## config.mk

```make
export PLATFORM = sky130hd
export DESIGN_NAME = wallace_mul_pipe
export DESIGN_NICKNAME = d
export VERILOG_FILES = /design/src/rtl/wallace_mul_pipe.sv
export SDC_FILE = /design/constraint.sdc
export NUM_CORES = 1
export LEC_CHECK = 0
export CAP_MARGIN = 15
export CORE_ASPECT_RATIO = 2
export CORE_MARGIN = 4
export CORE_UTILIZATION = 45
export CTS_CLUSTER_DIAMETER = 60
export CTS_CLUSTER_SIZE = 12
export DETAILED_ROUTE_END_ITERATION = 10
export DONT_BUFFER_PORTS = 1
export PLACE_DENSITY = 0.68
export REMOVE_ABC_BUFFERS = 1
export SETUP_SLACK_MARGIN = 0.1
export SLEW_MARGIN = 20
export SYNTH_ARGS = -nofsm -noshare
export SYNTH_HDL_FRONTEND = slang
export SYNTH_SLANG_ARGS = --single-unit
export TNS_END_PERCENT = 30
```

## constraint.sdc

```tcl
create_clock -name clk -period 3.4 [get_ports clk]
set_input_delay 0.68 -clock clk [delete_from_list [all_inputs] [get_ports clk]]
set_output_delay 0.68 -clock clk [all_outputs]
set_load 0.02 [all_outputs]
```

## src/rtl/wallace_mul_pipe.sv

```systemverilog
// wallace_mul_pipe: pipelined Wallace-tree multiplier with valid/ready on both sides.
// Signed mode uses Baugh-Wooley partial products. Pipe registers: input capture,
// PIPE_STAGES registers spread over the reduction levels, and an output register
// after the final carry-propagate adder.
// Optional macro WALLACE_MUL_OPCNT_EN adds op_count, a wrapping count of output transfers.
module wallace_mul_pipe #(
  parameter int WIDTH       = 8,
  parameter int PIPE_STAGES = 2
) (
  input  logic                 clk,
  input  logic                 rst,
  input  logic                 in_valid,
  output logic                 in_ready,
  input  logic [WIDTH-1:0]     A,
  input  logic [WIDTH-1:0]     B,
  input  logic                 signed_mode,
  output logic                 out_valid,
  input  logic                 out_ready,
  output logic [2*WIDTH-1:0]   Result
`ifdef WALLACE_MUL_OPCNT_EN
  ,
  output logic [15:0]          op_count
`endif
);

  localparam int PW     = 2 * WIDTH;
  // WIDTH partial-product rows plus one row for the Baugh-Wooley constants.
  localparam int NR     = WIDTH + 1;
  localparam int MAXLEV = 16;

  typedef logic [NR-1:0][PW-1:0] rows_t;

  function automatic int next_rows(input int n);
    return (n > 2) ? (2 * (n / 3) + (n % 3)) : n;
  endfunction

  function automatic int num_levels(input int n);
    int l;
    int m;
    l = 0;
    m = n;
    for (int i = 0; i < MAXLEV; i++) begin
      if (m > 2) begin
        m = next_rows(m);
        l++;
      end
    end
    return l;
  endfunction

  localparam int NLEV = num_levels(NR);

  // One Wallace level: every full group of three rows becomes a sum row and a
  // shifted carry row; the leftover one or two rows pass straight through.
  function automatic rows_t csa_level(input rows_t r, input int n);
    rows_t o;
    int    g3;
    o  = '0;
    g3 = n / 3;
    for (int g = 0; g < NR / 3; g++) begin
      if (g < g3) begin
        o[2*g]   = r[3*g] ^ r[3*g+1] ^ r[3*g+2];
        o[2*g+1] = ((r[3*g] & r[3*g+1]) | (r[3*g] & r[3*g+2]) | (r[3*g+1] & r[3*g+2])) << 1;
      end
    end
    for (int i = 0; i < NR; i++) begin
      if ((i >= 3 * g3) && (i < n)) o[i-g3] = r[i];
    end
    return o;
  endfunction

  // Applies levels [lo, hi) of the tree; row count is tracked from the full tree.
  function automatic rows_t reduce_span(input rows_t r, input int lo, input int hi);
    rows_t t;
    int    n;
    t = r;
    n = NR;
    for (int l = 0; l < MAXLEV; l++) begin
      if ((l >= lo) && (l < hi)) t = csa_level(t, n);
      n = next_rows(n);
    end
    return t;
  endfunction

  logic             stall;
  logic             in_vld_q, in_vld_d;
  logic [WIDTH-1:0] in_a_q, in_a_d;
  logic [WIDTH-1:0] in_b_q, in_b_d;
  logic             in_sgn_q, in_sgn_d;
  logic             out_vld_q, out_vld_d;
  logic [PW-1:0]    result_q, result_d;
  logic [PW-1:0]    final_sum;
  rows_t            pp_rows;
  rows_t            seg_in  [PIPE_STAGES+1];
  rows_t            seg_out [PIPE_STAGES+1];
  logic             vld_in  [PIPE_STAGES+1];
  logic             leftover_unused;

  assign stall     = out_vld_q && !out_ready;
  assign in_ready  = !stall;
  assign out_valid = out_vld_q;
  assign Result    = result_q;

  // Input capture: load operands on an accepted beat, bubble otherwise, hold on stall.
  always_comb begin
    in_vld_d = in_vld_q;
    in_a_d   = in_a_q;
    in_b_d   = in_b_q;
    in_sgn_d = in_sgn_q;
    if (!stall) begin
      in_vld_d = in_valid;
      if (in_valid) begin
        in_a_d   = A;
        in_b_d   = B;
        in_sgn_d = signed_mode;
      end
    end
  end

  // Partial-product AND array; signed mode inverts the MSB cross terms and adds
  // the constants at columns WIDTH and 2*WIDTH-1.
  always_comb begin
    pp_rows = '0;
    for (int j = 0; j < WIDTH; j++) begin
      for (int i = 0; i < WIDTH; i++) begin
        pp_rows[j][i+j] = (in_a_q[i] & in_b_q[j]) ^
                          (in_sgn_q & ((i == WIDTH - 1) != (j == WIDTH - 1)));
      end
    end
    pp_rows[WIDTH][WIDTH]  = in_sgn_q;
    pp_rows[WIDTH][PW-1]   = in_sgn_q;
  end

  assign seg_in[0] = pp_rows;
  assign vld_in[0] = in_vld_q;

  // Reduction levels are split as evenly as possible between the register stages.
  for (genvar s = 0; s <= PIPE_STAGES; s++) begin : g_seg
    localparam int LO = (s * NLEV) / (PIPE_STAGES + 1);
    localparam int HI = ((s + 1) * NLEV) / (PIPE_STAGES + 1);
    assign seg_out[s] = reduce_span(seg_in[s], LO, HI);
  end

  for (genvar s = 0; s < PIPE_STAGES; s++) begin : g_red
    rows_t rows_q, rows_d;
    logic  vld_q, vld_d;

    // Advance one reduction slot unless the pipe is stalled; bubbles advance too.
    always_comb begin
      rows_d = rows_q;
      vld_d  = vld_q;
      if (!stall) begin
        vld_d = vld_in[s];
        if (vld_in[s]) rows_d = seg_out[s];
      end
    end

    // Slot valid flag, cleared by reset.
    always_ff @(posedge clk) begin
      if (rst) vld_q <= 1'b0;
      else     vld_q <= vld_d;
    end

    // Slot data, no reset needed.
    always_ff @(posedge clk) begin
      rows_q <= rows_d;
    end

    assign seg_in[s+1] = rows_q;
    assign vld_in[s+1] = vld_q;
  end

  // After the last level only rows 0 and 1 can be non-zero.
  assign final_sum       = seg_out[PIPE_STAGES][0] + seg_out[PIPE_STAGES][1];
  assign leftover_unused = |seg_out[PIPE_STAGES][NR-1:2];

  // Output register: load the product when a valid beat arrives, hold on stall.
  always_comb begin
    out_vld_d = out_vld_q;
    result_d  = result_q;
    if (!stall) begin
      out_vld_d = vld_in[PIPE_STAGES];
      if (vld_in[PIPE_STAGES]) result_d = final_sum;
    end
  end

  // Valid flags and Result are reset; Result reads 0 right after reset.
  always_ff @(posedge clk) begin
    if (rst) begin
      in_vld_q  <= 1'b0;
      out_vld_q <= 1'b0;
      result_q  <= '0;
    end else begin
      in_vld_q  <= in_vld_d;
      out_vld_q <= out_vld_d;
      result_q  <= result_d;
    end
  end

  // Operand capture registers, no reset needed.
  always_ff @(posedge clk) begin
    in_a_q   <= in_a_d;
    in_b_q   <= in_b_d;
    in_sgn_q <= in_sgn_d;
  end

`ifdef WALLACE_MUL_OPCNT_EN
  logic [15:0] op_cnt_q, op_cnt_d;

  // Count completed output transfers, wrapping at 16 bits.
  always_comb begin
    op_cnt_d = op_cnt_q;
    if (out_vld_q && out_ready) op_cnt_d = op_cnt_q + 16'd1;
  end

  // Transfer counter register.
  always_ff @(posedge clk) begin
    if (rst) op_cnt_q <= '0;
    else     op_cnt_q <= op_cnt_d;
  end

  assign op_count = op_cnt_q;
`endif

endmodule
```

### Yosys cells after proc, flatten, opt, wreduce, memory -nomap -nowiden

Index checks and enable logic that the tools add are counted.

| storage, ports and cells | value |
|---|---|
| register bits after elaboration | 192 |
| bits of input ports | 21 |
| output and inout bits | 18 |
| word-level logic and storage cells | 154 |

| cells by class | value |
|---|---|
| $add $sub $neg | 1 |
| bitwise operators | 128 |
| reductions and logical operators | 7 |

Operators by type and width:

| operator | count |
|---|---|
| $or A15 B15 Y15 | 13 |
| $and A15 B15 Y15 | 12 |
| $xor A16 B16 Y16 | 8 |
| $and A1 B1 Y1 | 64 |
| $add A16 B16 Y16 | 1 |
| $xor A15 B16 Y16 | 1 |
| $xor A16 B10 Y16 | 1 |
| $xor A16 B13 Y16 | 1 |
| $and A14 B15 Y15 | 1 |
| $and A15 B9 Y15 | 1 |
| $xor A14 B15 Y15 | 1 |
| $and A14 B9 Y14 | 1 |
| $xor A1 B1 Y1 | 14 |
| $and A11 B13 Y13 | 1 |
| $and A12 B13 Y13 | 1 |
| $and A11 B12 Y12 | 1 |
| $xor A11 B12 Y12 | 1 |
| $and A8 B10 Y10 | 1 |
| $and A9 B10 Y10 | 1 |
| $or A9 B10 Y10 | 1 |
| $and A8 B9 Y9 | 1 |
| $xor A8 B9 Y9 | 1 |
| $reduce_and A2 Y1 | 4 |
| $logic_not A1 Y1 | 2 |
| 2 further kinds | 2 |

### Logic depth before layout (Yosys ltp)

| logic depth | value |
|---|---|
| word-level depth | 7 |
| depth in mapped cells | 10 |
| gate-level depth less buffers | 10 |

### Least setup slack after synthesis

No wires, ideal clock.

| timing path | value |
|---|---|
| path kind | register to register |
| start | register g_red[1].rows_q[5] (netlist bit) |
| end | register result_q[15] (netlist: Result[15]) |
| library setup time | 0.132 ns |
| arrival | 2.601 ns |
| data required time | 3.268 ns |
| path slack | 0.667 ns |
| stages on the path, launching flop included | 10 |
| buffers on the path | 0 |
| period minus slack after synthesis | 2.733 ns |
| cell sequence | edfxtp_1 fa_1 ha_1 ha_1 fa_1 a21o_1 a221oi_2 o31ai_1 nand3b_1 o211ai_1 |

| on the way | value |
|---|---|
| longest elaborated chain between the ends | 7 |
| elaborated cells on any way between the ends | 14 |

Ends and longest elaborated chain:

| item | RTL line | source |
|---|---|---|
| from (decl) | 145 | `rows_t rows_q, rows_d;` |
| from (signal assigned) | 166 | `rows_q <= rows_d;` |
| $and A15 B15 Y15 | 63 | `o[2*g+1] = ((r[3*g] & r[3*g+1]) \| (r[3*g] & r[3*g+2]) \| (r[3*g+1] & r[3*g+2])) << 1;` |
| $or A15 B15 Y15 (2 in series) | 63 |  |
| $and A15 B15 Y15 | 63 |  |
| $or A15 B15 Y15 (2 in series) | 63 |  |
| $add A16 B16 Y16 (*) | 174 | `assign final_sum = seg_out[PIPE_STAGES][0] + seg_out[PIPE_STAGES][1];` |
| to (signal assigned) | 196 | `result_q <= result_d;` |
| to (decl) | 91 | `logic [PW-1:0] result_q, result_d;` |

Every way passes the cells marked *; elsewhere a longest branch is shown, timed or not.
A chain may end at the register's enable or synchronous reset.

### Worst setup path in the final report

| timing path | value |
|---|---|
| start | register g_red[1].rows_q[5] (netlist bit) |
| end | register result_q[11] (netlist: Result[11]) |

The elaborated chain is that of the path after synthesis.

==> run metrics <==
hold-fix buffers at CTS=0; FP Rows=60; clock buffer count from CTS=17; dpl cells=577; total core area=13440 µm²; RSZ-0062 raised after global routing=false; crit path from=g_red[1].rows_q[5]$_DFFE_PP_; ranking of synthesized cells by area=edfxtp_1 54%, fa_1 12%, ha_1 6.7%; Warnings, synthesis=0; area leader, netlist=edfxtp_1; Total Neg Setup Slack=0 ns; Slew Viols, Final=0; Via density=5.163; Post-DP Area=6342 µm²; Synth Area in Simple Gates=10.24%; total power draw=4.036 mW; placer congestion estimate=0.7927; PortBufs=0; Crit path depth=9; vias in the first global route=3277; Clk Latency, worst-skew pair=0.41 ns; Synth Cell Area=6156 µm²; worst path bufs/invs=0; Layout Nets=533; number of fill cells=1082; Area growth syn-to-layout=12.62%; Worst Setup Start Kind=flip-flop; Seq/Total Area, Yosys=60.65%; Tcrit/Tclk final=86.84%; Worst Hold Class=primary input to flip-flop; CP delay by family, top=adder cells; Root Driver=clkbuf_16; worst path required time=3.74 ns; Max-slew headroom=39.30%; Max Fclk=0.3387 GHz; Worst-Margin Slew=0.9105 ns; Setup Buffers After CTS=0; design area=6933 µm²; Reg clk slew, reported paths=0.07 ns; Compound-Gate Fraction of Synth Area=4.207%; fin worst setup slack=0.4474 ns; crit end category=flip-flop; Pre-Repair DR Iteration Count=4; CP Data Arrival Time=3.29 ns; first-pass GRT wire length=16.11 mm; Die Wd=90.71 µm; Cells after Synth=429; R2R depth=9; CTS max path bufs=2; dpl ws=0.4864 ns; LEAKAGE=2.658 nW; total number of vias=3144; post-synth cell types=37; Clock Sinks=131; Avg Inst Size Synth=14.35 µm²; VDD IR-drop max=0.0003531 V; Finished Layout Cells=609; Clock Skew=0.01192 ns; CP max-delay cell=fa_1; full die area=15730 µm²; initial antenna violation count=0; worst path cell trace=fa_1 -> ha_1 -> ha_1 -> fa_1 -> a21o_1 -> a221oi_2 -> xnor2_1 -> nand2_1 -> a21oi_1; hold path depth=1; DR DRC count=0; Die Y=173.4 µm; hold path start=rst; WS Path Type=flip-flop to flip-flop; final HPWL from detailed placement=7.075 mm; final wirelength=9.629 mm; RR Startpoint=g_red[1].rows_q[5]$_DFFE_PP_; average wire per standard cell=15.81 µm; CTS tree=yes; Antenna Cells=0; crit path max fanout=4; largest net degree at the start of global routing=43; max incr delay on CP=0.55 ns; XOR/XNOR Fraction of Synth Area=2.846%; DRT iter0 DRCs=134; Congestion Overflow GR=0; Total GRT Usage=13.35%; adder-cell area share of the yosys netlist=19.07%; Final setup viols=0; post-synthesis mux area share=0%; CTS H-tree depth=4; status=completed; I/O Pins=39; post-CTS resize count=0; initial core utilization=45.81%; antenna-violating nets left=0; Max Cap Viol=0; fin crit period=2.953 ns; layout cell share with drive strength beyond 1=8.590%; Synth Register Bits=131; area share of the largest cell type after synthesis=54.15%; PD cells=582.2 nW/µm²; largest family of logic cells by synthesized area=adder cells; Hold Vio Cnt, Final=0
## layout make-up
class	instances	area, µm²	share of cell area (%)
timing repair buffer	2	27.53	0.3970
inverter	39	146.4	2.112
clock inverter	11	86.33	1.245
tap	155	193.9	2.797
sequential	131	3734	53.85
multi-input combinational	250	2241	32.32
clock buffer	21	504.2	7.273
## synth_stat cells, drive strengths merged
library cell,n
o2111ai,1
fa,38
and2,53
nand3,3
nor2b,1
or4,1
and4,1
a2111o,1
a21oi,21
o21a,1
a21boi,1
or3,1
nand3b,4
buf,3
nor3,1
o211ai,2
a221oi,1
and3,1
o41ai,1
xor2,1
o31ai,1
a21o,3
nand2,43
a211oi,1
a31o,1
clkbuf,6
nor3b,2
xnor2,19
nor2,8
ha,33
inv,39
a31oi,1
o21ai,4
edfxtp,111
dfxtp,20
## sequential cells by signal, summed over array words and instances (netlist names)
| register | count |
|---|---|
| in_b_q | 8 |
| g_red.rows_q | 94 |
| in_a_q | 8 |
| Result | 16 |
| in_sgn_q | 1 |
| g_red.vld_q | 2 |
| out_valid | 1 |
| in_vld_q | 1 |
## cells in the final DEF, fill, tap and decap left out, types with 2 or more instances in the layout
| cell | n |
|---|---|
| fa_1 | 38 |
| clkinv_4 | 4 |
| nor2_1 | 8 |
| nand2_1 | 43 |
| dfxtp_1 | 20 |
| edfxtp_1 | 111 |
| clkbuf_16 | 20 |
| nor3b_1 | 2 |
| o211ai_1 | 2 |
| inv_6 | 4 |
| and2_1 | 50 |
| nand3b_1 | 4 |
| and2_2 | 2 |
| xnor2_1 | 19 |
| o21ai_0 | 3 |
| ha_1 | 33 |
| a21oi_1 | 21 |
| a21o_1 | 3 |
| clkinv_2 | 2 |
| inv_1 | 39 |
| nand3_1 | 3 |
## through the flow
stage,hold slack (ns),util [%]
after floorplan,0.4003,-
after global placement,0.4042,47.20
after detailed placement,0.4062,47.20
after CTS,0.3136,51.59
after global routing,0.3059,51.59
final,0.3400,51.59
## where the power goes
group          internal, mW  leakage, nW  switching (mW)
logic                 0.157         1.16           0.200
clock network          1.07        0.295           0.682
registers              1.85         1.21          0.0665
## kinds of logic after synthesis
logic type	after synthesis
adder cells (fa/ha/maj)	71
flip-flops	131
buffers and inverters	48
AO/OA/AOI/OAI	40
XOR/XNOR	20
AND/OR/NAND/NOR	119
## per-layer routing
metal | vias to the layer above | part of all wire [%] | global-route usage (%)
met3 | 11 | 3.9 | 4.040
met4 | 0 | 1.8 | 5.627
li1 | 1496 | - | -
met5 | - | 0 | 0
met2 | 64 | 59 | 25.47
met1 | 1573 | 35 | 12.93
## final timing paths
path / to / slack [ns]
worst min register to register: g_red[1].rows_q[10]$_DFFE_PP_ / 0.42
worst max register to register: Result[11]$_SDFFE_PP0P_ / 0.45
worst max-delay path: Result[11]$_SDFFE_PP0P_ / 0.45
worst min-delay path: Result[6]$_SDFFE_PP0P_ / 0.34
## worst register-to-register path: stages (launching register included)
cell and delay (ns):
edfxtp_1 0.41, fa_1 0.55, ha_1 0.22, ha_1 0.23
fa_1 0.47, a21o_1 0.20, a221oi_2 0.38, xnor2_1 0.18
nand2_1 0.07, a21oi_1 0.16
(Power assumes the default switching activity.)
==> RTL change (same flow settings) <==
Add a define of `WALLACE_MUL_OPCNT_EN`.
--- a/src/rtl/wallace_mul_pipe.sv
+++ b/src/rtl/wallace_mul_pipe.sv
@@ -3,6 +3,8 @@
 // PIPE_STAGES registers spread over the reduction levels, and an output register
 // after the final carry-propagate adder.
 // Optional macro WALLACE_MUL_OPCNT_EN adds op_count, a wrapping count of output transfers.
+`define WALLACE_MUL_OPCNT_EN
+
 module wallace_mul_pipe #(
   parameter int WIDTH       = 8,
   parameter int PIPE_STAGES = 2
Function (old outputs only; new: op_count): same outputs for any inputs over 4 cycles, from zero or initial values and one cycle with rst high; that may be too few to reach the edited logic, so the function may still have changed.
==> RTL change against the unedited design <==
Total power is 3.2% higher. Synthesized area rose by 12%. Fmax down 0.57%. Sequential cell count rose by 16. Design area up 11%. Routed wire length rose by 14%. Worst setup slack worse by 0.017 ns. Critical path depth shrank 1. Clock power is 3% lower.
==> RTL change: results (changes against the unedited design) <==
- Run status: completed
- Worst hold slack: 0.334 ns (-0.00557 ns)
- Arrival time worst endpoint: 3.26 ns (-0.03 ns)
- Net count of the finished layout: 603 (+13%)
- Clock skew: 0.00774 ns (-0.00418 ns)
- Vias in the first global route: 3904 (+19%)
- Static leakage: 2.85 nW (+7.0%)
- Pre-CTS setup slack: 0.454 ns (-0.0328 ns)
- Total cell area at the placement stage: 0.00712 sq mm (+12%)
- Combinational share of power: 8.6% (-0.3 points)
- Min-Delay Endpoint: Result[0]$_SDFFE_PP0P_
- Number of violations reported at the end of detailed-routing iteration 0: 118 (-12%)
- Slew margin rel.: 44.9% (+5.6 points)
- Wire length of the first global-routing pass: 18000 um (+12%)
- Leading post-synthesis cells by cell area: sky130_fd_sc_hd__edfxtp_1 48%, sky130_fd_sc_hd__fa_1 11%, sky130_fd_sc_hd__dfxtp_1 10%
- Reg-to-reg setup timing slack: 0.43 ns (-0.02 ns)
- Maximum vdd ir drop: 0.000358 V (+1.3%)
- Ratio of cells with drive above 1 in the final layout: 9.94% (+1.4 points)
- Top cell types by occurrence after synthesis: 111 x sky130_fd_sc_hd__edfxtp_1, 52 x sky130_fd_sc_hd__and2_1, 42 x sky130_fd_sc_hd__nand2_1
- Fin crit period: 2.97 ns (+0.0170 ns)
- Switching part of the total power: 24.3% (+0.82 points)
- Synth Area per Inst: 13.9 sq um (-3.4%)
- Share of the yosys chip area belonging to registers: 58.7% (-1.9 points)
- DP HPWL: 8390 um (+19%)
- Via/cell ratio: 5.12 (-0.83%)
[RTL change: cell families (layout without fill, tap and decap cells)]
kind of cell,Yosys count,after routing,share of synthesized area (%)
adder cells (fa/ha/maj),72,72,17.2
flip-flops,147,147,58.7
AO/OA/AOI/OAI,51,51,5.17
AND/OR/NAND/NOR,157,157,12.7
buffers and inverters,42,67,2.57
XOR/XNOR,29,29,3.68
[RTL change: cell type report]
type / count / area (sq um)
inverters: 31 / 116
repair buffers: 4 / 30.0
multi-input cells: 309 / 2670
fillers: 1261 / 7310
well taps: 195 / 244
flip-flops and latches: 147 / 4050
clock buffers: 17 / 425
clock inverters: 15 / 128
[RTL change: per-layer routing]
| layer | share of wire [%] | wire [um] | vias up | GRT usage [%] |
|---|---|---|---|---|
| met2 | 58 | 6370 | 80 | 25.7 |
| li1 | - | - | 1757 | - |
| met3 | 4.6 | 505 | 29 | 3.12 |
| met1 | 34 | 3790 | 1810 | 12.7 |
| met5 | 0 | 0 | - | 0 |
| met4 | 3.2 | 347 | 0 | 6.84 |
